### config.mk
export PLATFORM = sky130hd
export DESIGN_NAME = shared_mem_arbiter_flat
export DESIGN_NICKNAME = d
export VERILOG_FILES = /design/src/rtl/shared_mem_arbiter_pkg.sv /design/src/rtl/shared_mem_arbiter_if.sv /design/src/rtl/shared_mem_arbiter_watchdog.sv /design/src/rtl/shared_mem_arbiter.sv /design/src/flat_wrapper.sv
export SDC_FILE = /design/constraint.sdc
export NUM_CORES = 1
export LEC_CHECK = 0
export BUFFER_PORTS_ARGS = -buffer_cell sky130_fd_sc_hd__buf_2
export CELL_PAD_IN_SITES_DETAIL_PLACEMENT = 0
export CELL_PAD_IN_SITES_GLOBAL_PLACEMENT = 1
export CORE_MARGIN = 4
export CORE_UTILIZATION = 33
export CTS_BUF_LIST = sky130_fd_sc_hd__clkbuf_8 sky130_fd_sc_hd__clkbuf_16
export CTS_CLUSTER_SIZE = 16
export DETAILED_ROUTE_END_ITERATION = 16
export GPL_TIMING_DRIVEN = 0
export PLACE_DENSITY_LB_ADDON = 0.15
export SLEW_MARGIN = 25
export SYNTH_ARGS = -nofsm -noshare
export SYNTH_HDL_FRONTEND = slang
export SYNTH_SLANG_ARGS = --single-unit
### constraint.sdc
create_clock -name clk -period 1.6 [get_ports clk]
set_input_delay 0.08 -clock clk [delete_from_list [all_inputs] [get_ports clk]]
set_output_delay 0.08 -clock clk [all_outputs]
set_load 0.05 [all_outputs]
### src/rtl/shared_mem_arbiter_pkg.sv
// Shared types and default widths for the unified-memory arbiter.
package arm_mem_pkg;
   localparam int ADDR_W_DEF = 32;
   localparam int DATA_W_DEF = 32;

   typedef enum logic [1:0] {ARB_IDLE, ARB_BUSY, ARB_RESP} arb_state_t;
   typedef enum logic {GNT_I, GNT_D} grant_t;
endpackage

### src/rtl/shared_mem_arbiter_if.sv
// Core fetch/data ports plus the memory port of the arbiter.
// master = arbiter view, slave = core + memory view.
interface shared_mem_arbiter_if #(
   parameter int ADDR_W = arm_mem_pkg::ADDR_W_DEF,
   parameter int DATA_W = arm_mem_pkg::DATA_W_DEF
);
   logic              if_req;
   logic [ADDR_W-1:0] if_addr;
   logic [DATA_W-1:0] if_rdata;
   logic              if_ready;
   logic              dm_req;
   logic              dm_we;
   logic [ADDR_W-1:0] dm_addr;
   logic [DATA_W-1:0] dm_wdata;
   logic [DATA_W-1:0] dm_rdata;
   logic              dm_ready;
   logic              mem_req;
   logic              mem_we;
   logic [ADDR_W-1:0] mem_addr;
   logic [DATA_W-1:0] mem_wdata;
   logic [DATA_W-1:0] mem_rdata;
   logic              mem_ack;
   logic              bus_err;

   modport master (
      input  if_req, if_addr, dm_req, dm_we, dm_addr, dm_wdata, mem_rdata, mem_ack,
      output if_rdata, if_ready, dm_rdata, dm_ready, mem_req, mem_we, mem_addr, mem_wdata, bus_err
   );

   modport slave (
      output if_req, if_addr, dm_req, dm_we, dm_addr, dm_wdata, mem_rdata, mem_ack,
      input  if_rdata, if_ready, dm_rdata, dm_ready, mem_req, mem_we, mem_addr, mem_wdata, bus_err
   );
endinterface

### src/rtl/shared_mem_arbiter_watchdog.sv
// Counts cycles spent waiting on the memory and flags an access that never completes.
// TIMEOUT = 0 disables the abort entirely.
module arb_watchdog #(
   parameter int TIMEOUT = 255
) (
   input  logic clk,
   input  logic reset,
   input  logic clear,
   input  logic enable,
   output logic expire
);
   localparam int          CNT_W = (TIMEOUT > 0) ? $clog2(TIMEOUT + 1) : 1;
   localparam int unsigned LAST  = (TIMEOUT > 0) ? TIMEOUT - 1 : 0;

   logic [CNT_W-1:0] wdog;

   // Wait counter: restarts whenever the arbiter is not waiting on memory.
   always_ff @(posedge clk or negedge reset) begin
      if (!reset)      wdog <= '0;
      else if (clear)  wdog <= '0;
      else if (enable) wdog <= wdog + 1'b1;
   end

   assign expire = (TIMEOUT != 0) && enable && (wdog == CNT_W'(LAST));
endmodule

### src/rtl/shared_mem_arbiter.sv
// Shares one single-ported, variable-latency memory between the fetch (I) and
// data (D) ports. D has fixed priority, but after MAX_D_BURST consecutive D
// grants with a fetch waiting, the fetch is served. One access in flight.
module shared_mem_arbiter import arm_mem_pkg::*; #(
   parameter int ADDR_W      = ADDR_W_DEF,
   parameter int DATA_W      = DATA_W_DEF,
   parameter int MAX_D_BURST = 4,
   parameter int TIMEOUT     = 255
) (
   input logic                  clk,
   input logic                  reset,
   shared_mem_arbiter_if.master bus
);
   localparam int                  STREAK_W   = $clog2(MAX_D_BURST + 1);
   localparam logic [STREAK_W-1:0] STREAK_MAX = STREAK_W'(MAX_D_BURST);

   arb_state_t          state;
   grant_t              grantSel;
   logic [STREAK_W-1:0] dStreak;
   logic                grantD, grantI, grantWe;
   logic [ADDR_W-1:0]   grantAddr;
   logic [DATA_W-1:0]   grantWdata;
   logic [DATA_W-1:0]   capData;
   logic                expire;

   arb_watchdog #(.TIMEOUT(TIMEOUT)) uWdog (
      .clk    (clk),
      .reset  (reset),
      .clear  (state != ARB_BUSY),
      .enable (state == ARB_BUSY),
      .expire (expire)
   );

   // Grant selection and request mux; D loses only when the fetch has starved long enough.
   always_comb begin
      grantD     = bus.dm_req && !(bus.if_req && dStreak == STREAK_MAX);
      grantI     = !grantD && bus.if_req;
      grantWe    = grantD && bus.dm_we;
      grantAddr  = grantD ? bus.dm_addr : bus.if_addr;
      grantWdata = grantD ? bus.dm_wdata : '0;
   end

   // Data returned to the granted port: stores and aborted accesses return zero.
   always_comb begin
      capData = '0;
      if (bus.mem_ack && !(grantSel == GNT_D && bus.mem_we)) capData = bus.mem_rdata;
   end

   // Arbiter FSM with all core- and memory-facing outputs registered.
   always_ff @(posedge clk or negedge reset) begin
      if (!reset) begin
         state         <= ARB_IDLE;
         grantSel      <= GNT_I;
         dStreak       <= '0;
         bus.mem_req   <= 1'b0;
         bus.mem_we    <= 1'b0;
         bus.mem_addr  <= '0;
         bus.mem_wdata <= '0;
         bus.if_rdata  <= '0;
         bus.dm_rdata  <= '0;
         bus.if_ready  <= 1'b0;
         bus.dm_ready  <= 1'b0;
         bus.bus_err   <= 1'b0;
      end else begin
         case (state)
            ARB_IDLE: begin
               if (grantD || grantI) begin
                  grantSel      <= grantD ? GNT_D : GNT_I;
                  bus.mem_req   <= 1'b1;
                  bus.mem_we    <= grantWe;
                  bus.mem_addr  <= grantAddr;
                  bus.mem_wdata <= grantWdata;
                  // Streak only grows while a fetch is actually being held off.
                  if (grantD && bus.if_req)
                     dStreak <= (dStreak == STREAK_MAX) ? dStreak : dStreak + 1'b1;
                  else
                     dStreak <= '0;
                  state <= ARB_BUSY;
               end
            end
            ARB_BUSY: begin
               // A completing ack wins over a watchdog expiry in the same cycle.
               if (bus.mem_ack || expire) begin
                  bus.mem_req <= 1'b0;
                  bus.bus_err <= !bus.mem_ack;
                  if (grantSel == GNT_D) begin
                     bus.dm_rdata <= capData;
                     bus.dm_ready <= 1'b1;
                  end else begin
                     bus.if_rdata <= capData;
                     bus.if_ready <= 1'b1;
                  end
                  state <= ARB_RESP;
               end
            end
            ARB_RESP: begin
               // No grant here so the requester can drop its req before we look again.
               bus.if_ready <= 1'b0;
               bus.dm_ready <= 1'b0;
               bus.bus_err  <= 1'b0;
               state        <= ARB_IDLE;
            end
            default: state <= ARB_IDLE;
         endcase
      end
   end
endmodule
### src/flat_wrapper.sv
// flat-port wrapper written by rule: the top's interface ports become plain ports
module shared_mem_arbiter_flat import arm_mem_pkg::*;
#(
   parameter int ADDR_W      = ADDR_W_DEF,
   parameter int DATA_W      = DATA_W_DEF,
   parameter int MAX_D_BURST = 4,
   parameter int TIMEOUT     = 255
)
  (clk, reset, bus_if_req, bus_if_addr, bus_dm_req, bus_dm_we, bus_dm_addr, bus_dm_wdata, bus_mem_rdata, bus_mem_ack, bus_if_rdata, bus_if_ready, bus_dm_rdata, bus_dm_ready, bus_mem_req, bus_mem_we, bus_mem_addr, bus_mem_wdata, bus_bus_err);
  shared_mem_arbiter_if #(.ADDR_W(ADDR_W), .DATA_W(DATA_W)) bus_i ();
  input logic clk;
  input logic reset;
  input wire logic [$bits(bus_i.if_req)-1:0] bus_if_req;
  input wire logic [$bits(bus_i.if_addr)-1:0] bus_if_addr;
  input wire logic [$bits(bus_i.dm_req)-1:0] bus_dm_req;
  input wire logic [$bits(bus_i.dm_we)-1:0] bus_dm_we;
  input wire logic [$bits(bus_i.dm_addr)-1:0] bus_dm_addr;
  input wire logic [$bits(bus_i.dm_wdata)-1:0] bus_dm_wdata;
  input wire logic [$bits(bus_i.mem_rdata)-1:0] bus_mem_rdata;
  input wire logic [$bits(bus_i.mem_ack)-1:0] bus_mem_ack;
  output wire logic [$bits(bus_i.if_rdata)-1:0] bus_if_rdata;
  output wire logic [$bits(bus_i.if_ready)-1:0] bus_if_ready;
  output wire logic [$bits(bus_i.dm_rdata)-1:0] bus_dm_rdata;
  output wire logic [$bits(bus_i.dm_ready)-1:0] bus_dm_ready;
  output wire logic [$bits(bus_i.mem_req)-1:0] bus_mem_req;
  output wire logic [$bits(bus_i.mem_we)-1:0] bus_mem_we;
  output wire logic [$bits(bus_i.mem_addr)-1:0] bus_mem_addr;
  output wire logic [$bits(bus_i.mem_wdata)-1:0] bus_mem_wdata;
  output wire logic [$bits(bus_i.bus_err)-1:0] bus_bus_err;
  assign bus_i.if_req = bus_if_req;
  assign bus_i.if_addr = bus_if_addr;
  assign bus_i.dm_req = bus_dm_req;
  assign bus_i.dm_we = bus_dm_we;
  assign bus_i.dm_addr = bus_dm_addr;
  assign bus_i.dm_wdata = bus_dm_wdata;
  assign bus_i.mem_rdata = bus_mem_rdata;
  assign bus_i.mem_ack = bus_mem_ack;
  assign bus_if_rdata = bus_i.if_rdata;
  assign bus_if_ready = bus_i.if_ready;
  assign bus_dm_rdata = bus_i.dm_rdata;
  assign bus_dm_ready = bus_i.dm_ready;
  assign bus_mem_req = bus_i.mem_req;
  assign bus_mem_we = bus_i.mem_we;
  assign bus_mem_addr = bus_i.mem_addr;
  assign bus_mem_wdata = bus_i.mem_wdata;
  assign bus_bus_err = bus_i.bus_err;
  shared_mem_arbiter #(.ADDR_W(ADDR_W), .DATA_W(DATA_W), .MAX_D_BURST(MAX_D_BURST), .TIMEOUT(TIMEOUT)) u_core (.clk(clk), .reset(reset), .bus(bus_i));
endmodule
==> results.json, run 1 <==
{
  "outcome": "complete, no violations",
  "worst_path_max_delay_cell": "dfrtp_2",
  "n_fill_cell": 1855,
  "start_util_pct": 33.5,
  "worstHoldPathCells": 3,
  "grt_overflow": 0,
  "synth_ff_type": "dfrtp_1",
  "ys_warn_count": 0,
  "cts.sinks": 147,
  "synthesis.area_mm2": 0.00677,
  "drive_gt1_share_pct": 35.2,
  "async_flop_share_pct": 100,
  "antenna_found_initial": 0,
  "reg2reg_depth": 5,
  "required_ns": 1.91,
  "die_area_mm2": 0.0229,
  "routedWlPerCell_um": 16.8,
  "intPower_mw": 11.5,
  "fp.dieH_um": 151,
  "io-pin-count": 267,
  "start_kind": "register",
  "dr.pass1.iters": 5,
  "min_from": "bus_dm_req",
  "max_freq_mhz": 638,
  "clk_pin_slew_ns": 0.07,
  "cts_tree": "built",
  "critPathMaxStageDelay_ns": 0.45,
  "path_cells": "and3b_2 -> buf_6 -> clkbuf_8 -> and4b_1 -> a211o_1",
  "cts_max_path_buffers": 2,
  "grt.total_usage_pct": 19.3,
  "first_global_vias": 6796,
  "grt_pass1_wl_mm": 35.3,
  "rows": 52,
  "synth_seq_cells": 147,
  "grt_max_degree": 86,
  "clock-root-buffer": "clkbuf_16",
  "p_seq_share_pct": 27.6,
  "reg2reg_from": "u_core.state[0]",
  "routed_wl_mm": 22.5,
  "synth.avg_cell_area_um2": 10.7,
  "p_per_area_mw_per_mm2": 2190,
  "drv_slew": 0,
  "skew_ns": 0.0117,
  "synthDistinctLibCells": 40,
  "worstSkewPairLatency_ns": 0.42,
  "worst_slew_pin_slew_ns": 0.511,
  "crit_fanout": 10,
  "p_switching_mw": 11.9,
  "dp_hpwl_mm": 15.3,
  "placeableCoreArea_mm2": 0.0202,
  "area_growth_pct": 58.2,
  "hold_viol_final": 0,
  "drc": 0,
  "synth_edf_count": 0,
  "max_slew_margin_pct": 65.9,
  "syn_inst": 630,
  "io_buffers": 265,
  "gp_congestion": 0.791,
  "numCtsBuffers": 17,
  "critPathLaunch": "u_core.state[0]",
  "finalCritPeriodShare_pct": 98.0,
  "comb_power_share_pct": 55.3,
  "syn_nets": 768,
  "worstSetupEndpointType": "register",
  "ys_seq_area_share_pct": 54.4,
  "maxCapViolCount": 0,
  "fin_nets": 1193,
  "fin_crit_ns": 1.57,
  "timing.hold.ws_ns": 0.0553,
  "viasPerCell": 4.92,
  "die_w_um": 151,
  "crit_type": "register to register",
  "arrival_ns": 1.88,
  "cts_max_level": 4,
  "hold_path_class": "input port to register",
  "setup_viol": 0,
  "switching_share_pct": 50.8,
  "vias": 6594,
  "ir_drop_mv": 1.33,
  "clock_power_share_pct": 17.1,
  "p_leak_nw": 5.19,
  "fin_setup_tns_ns": 0,
  "ant_nets": 0,
  "drtIter0Drc": 257
}
worst max-delay path, delay by kind of cell (launching register included):
family	cells	cell delay [ns]
AOI/OAI and AO/OA	1	0.27
and+or+nand+nor	2	0.46
DFF	1	0.45
buffers and inverters	2	0.29
flip-flops by register name, summed over array words and instances, names as in the netlist, 2 cells and up:
register,flops
u_core.dStreak,3
u_core.uWdog.wdog,8
u_core.bus.mem_wdata,32
u_core.state,2
u_core.bus.mem_addr,32
u_core.bus.dm_rdata,32
u_core.bus.if_rdata,32
final timing paths:
kind | end | slack, ns
max | u_core.bus.dm_rdata[17] | 0.03
min | u_core.bus.mem_addr[0] | 0.06
max reg2reg | u_core.bus.dm_rdata[17] | 0.03
min reg2reg | u_core.bus.dm_ready | 0.50
max in group asynchronous | u_core.uWdog.wdog[2] | 0.60
min in group asynchronous | u_core.bus.if_rdata[9] | 0.19
stage by stage:
step | setup WS (ns) | util [%] | power (mW) | area (µm²) | instances
floorplan | 0.00648 | - | 15.6 | 6770 | 630
global placement | -1.97 | 41.8 | 18.7 | 8430 | 1165
detailed placement | -0.484 | 42.0 | 18.8 | 8470 | 1166
CTS | -0.0359 | 52.1 | 23.3 | 10500 | 1331
global route | -0.00451 | 53.1 | 24.8 | 10700 | 1338
finish | 0.0324 | 53.1 | 23.4 | 10700 | 1339
cells in the mapped netlist (2+ instances only):
library cell  number  share of area [%]
dfrtp_1          147                 54
inv_1             69                3.8
nand3_1           39                2.9
clkbuf_1          37                2.1
o21ai_0           36                2.7
a22o_1            34                4.4
nor2b_1           34                3.1
a211o_1           32                4.1
a22oi_1           32                3.6
and4b_1           32                4.7
nand4_1           32                3.0
o221ai_1          32                4.1
buf_2             22                1.6
nor2_1             7               0.39
a21oi_1            4               0.30
ha_1               4               0.74
nand2_1            4               0.22
buf_6              3               0.50
or3_1              3               0.28
a31o_2             2               0.26
a32o_1             2               0.30
and2_1             2               0.18
nand2b_1           2               0.18
o21ai_1            2               0.15
xor2_1             2               0.26
routing by layer:
metal / up-vias / GRT usage [%] / part of all wire (%)
met5: - / 0 / 0
met3: 28 / 4.79 / 6.9
met4: 0 / 6.35 / 1.9
met2: 245 / 30.9 / 47
li1: 3183 / - / -
met1: 3138 / 25.8 / 44
kinds of logic (layout without fill, tap and decap cells):
kind of cell,Yosys count,count (layout),share of synthesized area (%)
AO/OA/AOI/OAI,180,181,20.4
AND/OR/NAND/NOR,164,164,16.1
flip-flops,147,147,54.4
buffers and inverters,132,569,8.06
adder cells (fa/ha/maj),4,4,0.740
XOR/XNOR,3,3,0.388
other,0,1,0
power by group through the flow:
stage	registers [mW]	logic, mW	clock network (mW)
floorplan	11.8	3.79	0
global placement	6.49	12.2	0
detailed placement	6.49	12.3	0
CTS	6.45	12.8	4.11
global route	6.69	13.8	4.28
finish	6.47	12.9	4.00
cell usage in the layout (no fill, tap or decap), types with 3 or more instances in the layout:
cell / Yosys / routed
and4b_1: 32 / 32
clkbuf_2: 0 / 11
nand3_1: 39 / 37
nand2_1: 4 / 3
clkbuf_1: 37 / 17
buf_4: 0 / 15
buf_8: 0 / 5
o21ai_0: 36 / 36
or3_1: 3 / 3
nand4_1: 32 / 32
inv_8: 0 / 4
inv_6: 0 / 5
dlygate4sd3_1: 0 / 132
dfrtp_2: 0 / 4
clkinvlp_4: 0 / 3
clkbuf_16: 0 / 19
o221ai_2: 0 / 4
a22oi_1: 32 / 32
clkbuf_4: 0 / 13
buf_2: 22 / 270
dfrtp_1: 147 / 143
a211o_1: 32 / 32
inv_1: 69 / 68
o221ai_1: 32 / 28
nor2b_1: 34 / 34
a22o_1: 34 / 34
nor2_1: 7 / 6
a21oi_1: 4 / 4
cell type report:
cell class / instances / area [µm²] / share of cell area [%]
Timing Repair Buffer: 409 / 2800 / 26.2
Buffer: 59 / 379 / 3.54
Clock inverter: 15 / 163 / 1.52
Inverter: 69 / 259 / 2.42
Clock buffer: 17 / 425 / 3.97
Multi-Input combinational cell: 352 / 2660 / 24.8
Tap cell: 270 / 338 / 3.16
Antenna cell: 1 / 2.50 / 0.0234
Sequential cell: 147 / 3680 / 34.4
timing repair:
item | 4_1_cts | 5_1_grt
pin swaps | 0 | 9
setup endpoints to repair | 137 | 112
endpoints found under the hold margin | 161 | 0
resized for setup | 39 | 46
hold buffers | 132 | 0
buffers inserted | 4 | 4
gates cloned | 0 | 4
Power figures use the tool's default switching activity.
==> inputs of run 2 (changes only) <==
--- a/config.mk
+++ b/config.mk
@@ -14,7 +14,7 @@
 export CTS_CLUSTER_SIZE = 16
 export DETAILED_ROUTE_END_ITERATION = 16
 export GPL_TIMING_DRIVEN = 0
-export PLACE_DENSITY_LB_ADDON = 0.15
+export PLACE_DENSITY_LB_ADDON = 0.12
 export SLEW_MARGIN = 25
 export SYNTH_ARGS = -nofsm -noshare
 export SYNTH_HDL_FRONTEND = slang
==> results.json, run 2 (same netlist as run 1, synthesis figures left out) <==
{
  "outcome": "complete, no violations",
  "intPower_mw": 11.5,
  "p_switching_mw": 11.9,
  "grtUsageMet2_pct": 31.8,
  "final_cell_mix": "272 x buf_2, 145 x dfrtp_1, 132 x dlygate4sd3_1",
  "gp_congestion": 0.871,
  "routed_wl_mm": 22.8,
  "max_freq_mhz": 644,
  "grt_max_degree": 83,
  "place_area_mm2": 0.00847,
  "drtIter0Drc": 258,
  "p_leak_nw": 5.19,
  "finish.instance_area_mm2": 0.0106,
  "grt_util_met1_pct": 25.5,
  "min_from": "bus_dm_req",
  "layout_commonest_cell": "buf_2",
  "required_ns": 1.90,
  "drive_gt1_share_pct": 34.5,
  "design_power_total_mw": 23.4,
  "cts_max_level": 4,
  "vias": 6736,
  "comb_power_share_pct": 55.3,
  "path_cells": "inv_1 -> ha_2 -> nand3_4 -> o21ba_4 -> buf_6 -> a211o_1",
  "crit_type": "register to register",
  "n_antenna_cell": 0,
  "viasPerCell": 5.03,
  "worstSetupEndpointType": "register",
  "cts.sinks": 147,
  "grt_overflow": 0,
  "setup_viol": 0,
  "worst_slew_pin_slew_ns": 0.548,
  "die_area_mm2": 0.0229,
  "met3_usage_pct": 5.21,
  "p_seq_share_pct": 27.9,
  "antenna_found_initial": 1,
  "fin_crit_ns": 1.55,
  "worst_slack_ns": 0.0475,
  "switching_share_pct": 50.9,
  "first_global_vias": 6922,
  "fin_setup_tns_ns": 0,
  "fp.dieH_um": 151,
  "dr.pass1.iters": 6,
  "area_growth_pct": 56.9,
  "arrival_ns": 1.85,
  "clock-root-buffer": "clkbuf_16",
  "grt_pass1_wl_mm": 35.7,
  "io-pin-count": 267,
  "drc": 0,
  "cts_tree": "built",
  "r2r-end": "u_core.bus.dm_rdata[29]",
  "dp_hpwl_mm": 15.7,
  "worst_path_max_delay_cell": "dfrtp_1",
  "crit_buf_inv": 2,
  "worstHoldPathCells": 3,
  "clk_pin_slew_ns": 0.07,
  "start_util_pct": 33.5,
  "clock_power_share_pct": 16.8,
  "placeableCoreArea_mm2": 0.0202,
  "path_delay_family": "compound AO/OA/AOI/OAI gates",
  "drv_slew": 0,
  "hold_viol_final": 0,
  "hold_path_class": "input port to register",
  "skew_ns": 0.0124,
  "die_w_um": 151,
  "critPathMaxStageDelay_ns": 0.38,
  "grt.total_usage_pct": 19.6,
  "reg2reg_slack_ns": 0.05,
  "timing.hold.ws_ns": 0.0524,
  "rsz0062_at_grt": "yes",
  "cts_max_path_buffers": 2,
  "finalCritPeriodShare_pct": 97.0,
  "rows": 52,
  "routedWlPerCell_um": 17.0,
  "hold_path_end": "u_core.bus.mem_addr[0]",
  "numCtsBuffers": 17,
  "ir_drop_mv": 1.05,
  "reg2reg_from": "u_core.uWdog.wdog[0]",
  "fin_nets": 1193,
  "reg2reg_depth": 6,
  "p_per_area_mw_per_mm2": 2200,
  "maxCapViolCount": 0,
  "grt-busiest-layer": "met2",
  "crit_fanout": 10,
  "max_slew_margin_pct": 63.5,
  "start_kind": "register",
  "ant_nets": 0,
  "io_buffers": 265,
  "pre_cts_ws_ns": -0.495,
  "worstSkewPairLatency_ns": 0.42
}
run 2: worst max-delay path by stage:
stage	startpoint	end	slack, ns	cells after the start
2_1_floorplan	u_core.dStreak[0]	u_core.bus.mem_addr[10]	0.006	7
3_3_place_gp	reset	u_core.bus.mem_wdata[5]	-1.82	1
3_5_place_dp	u_core.dStreak[0]	u_core.bus.mem_addr[10]	-0.49	7
4_1_cts	u_core.state[1]	u_core.bus.dm_rdata[20]	-0.002	5
5_1_grt	u_core.uWdog.wdog[0]	u_core.bus.dm_rdata[17]	-0.03	6
6_report	u_core.uWdog.wdog[0]	u_core.bus.dm_rdata[29]	0.05	6
run 2: through the flow:
stage / std cells / utilization (%)
after floorplan: 630 / -
after global placement: 1165 / 41.8
after detailed placement: 1166 / 42.0
after CTS: 1334 / 52.2
after global routing: 1338 / 52.6
final: 1338 / 52.6
run 2: layout make-up:
| class | instances | area [µm²] |
|---|---|---|
| Inverter | 69 | 259 |
| Tap cell | 270 | 338 |
| Buffer | 60 | 392 |
| Clock inverter | 15 | 146 |
| Timing Repair Buffer | 409 | 2770 |
| Sequential cell | 147 | 3680 |
| Fill cell | 1834 | 9550 |
| Multi-Input combinational cell | 351 | 2610 |
| Clock buffer | 17 | 425 |
run 2: layer usage:
metal / share of wire (%) / routed length (µm)
met1: 43 / 9770
met2: 48 / 10800
met3: 7.6 / 1730
met4: 2.0 / 452
met5: 0.057 / 13
run 2: timing repair:
action	4_1_cts	5_1_grt
pin swaps	2	3
buffers inserted	7	4
setup endpoints to repair	137	123
hold buffers	132	0
gates resized for setup	47	39
endpoints found under the hold margin	164	0
run 2: power groups by stage:
stage               combinational [mW]  sequential, mW  clock, mW
CTS                               12.8            6.48       4.03
global placement                  12.1            6.47          0
floorplan                         3.79            11.8          0
finish                            12.9            6.51       3.93
global route                      13.8            6.72       4.20
detailed placement                12.3            6.51          0
run 2: worst reg2reg max path: cells and delay by family (launching register included):
family	cells	cell delay [ns]
adder cells (fa/ha/maj)	1	0.20
AND/OR/NAND/NOR	1	0.10
buffers and inverters	2	0.21
flip-flops	1	0.38
AO/OA/AOI/OAI	2	0.55
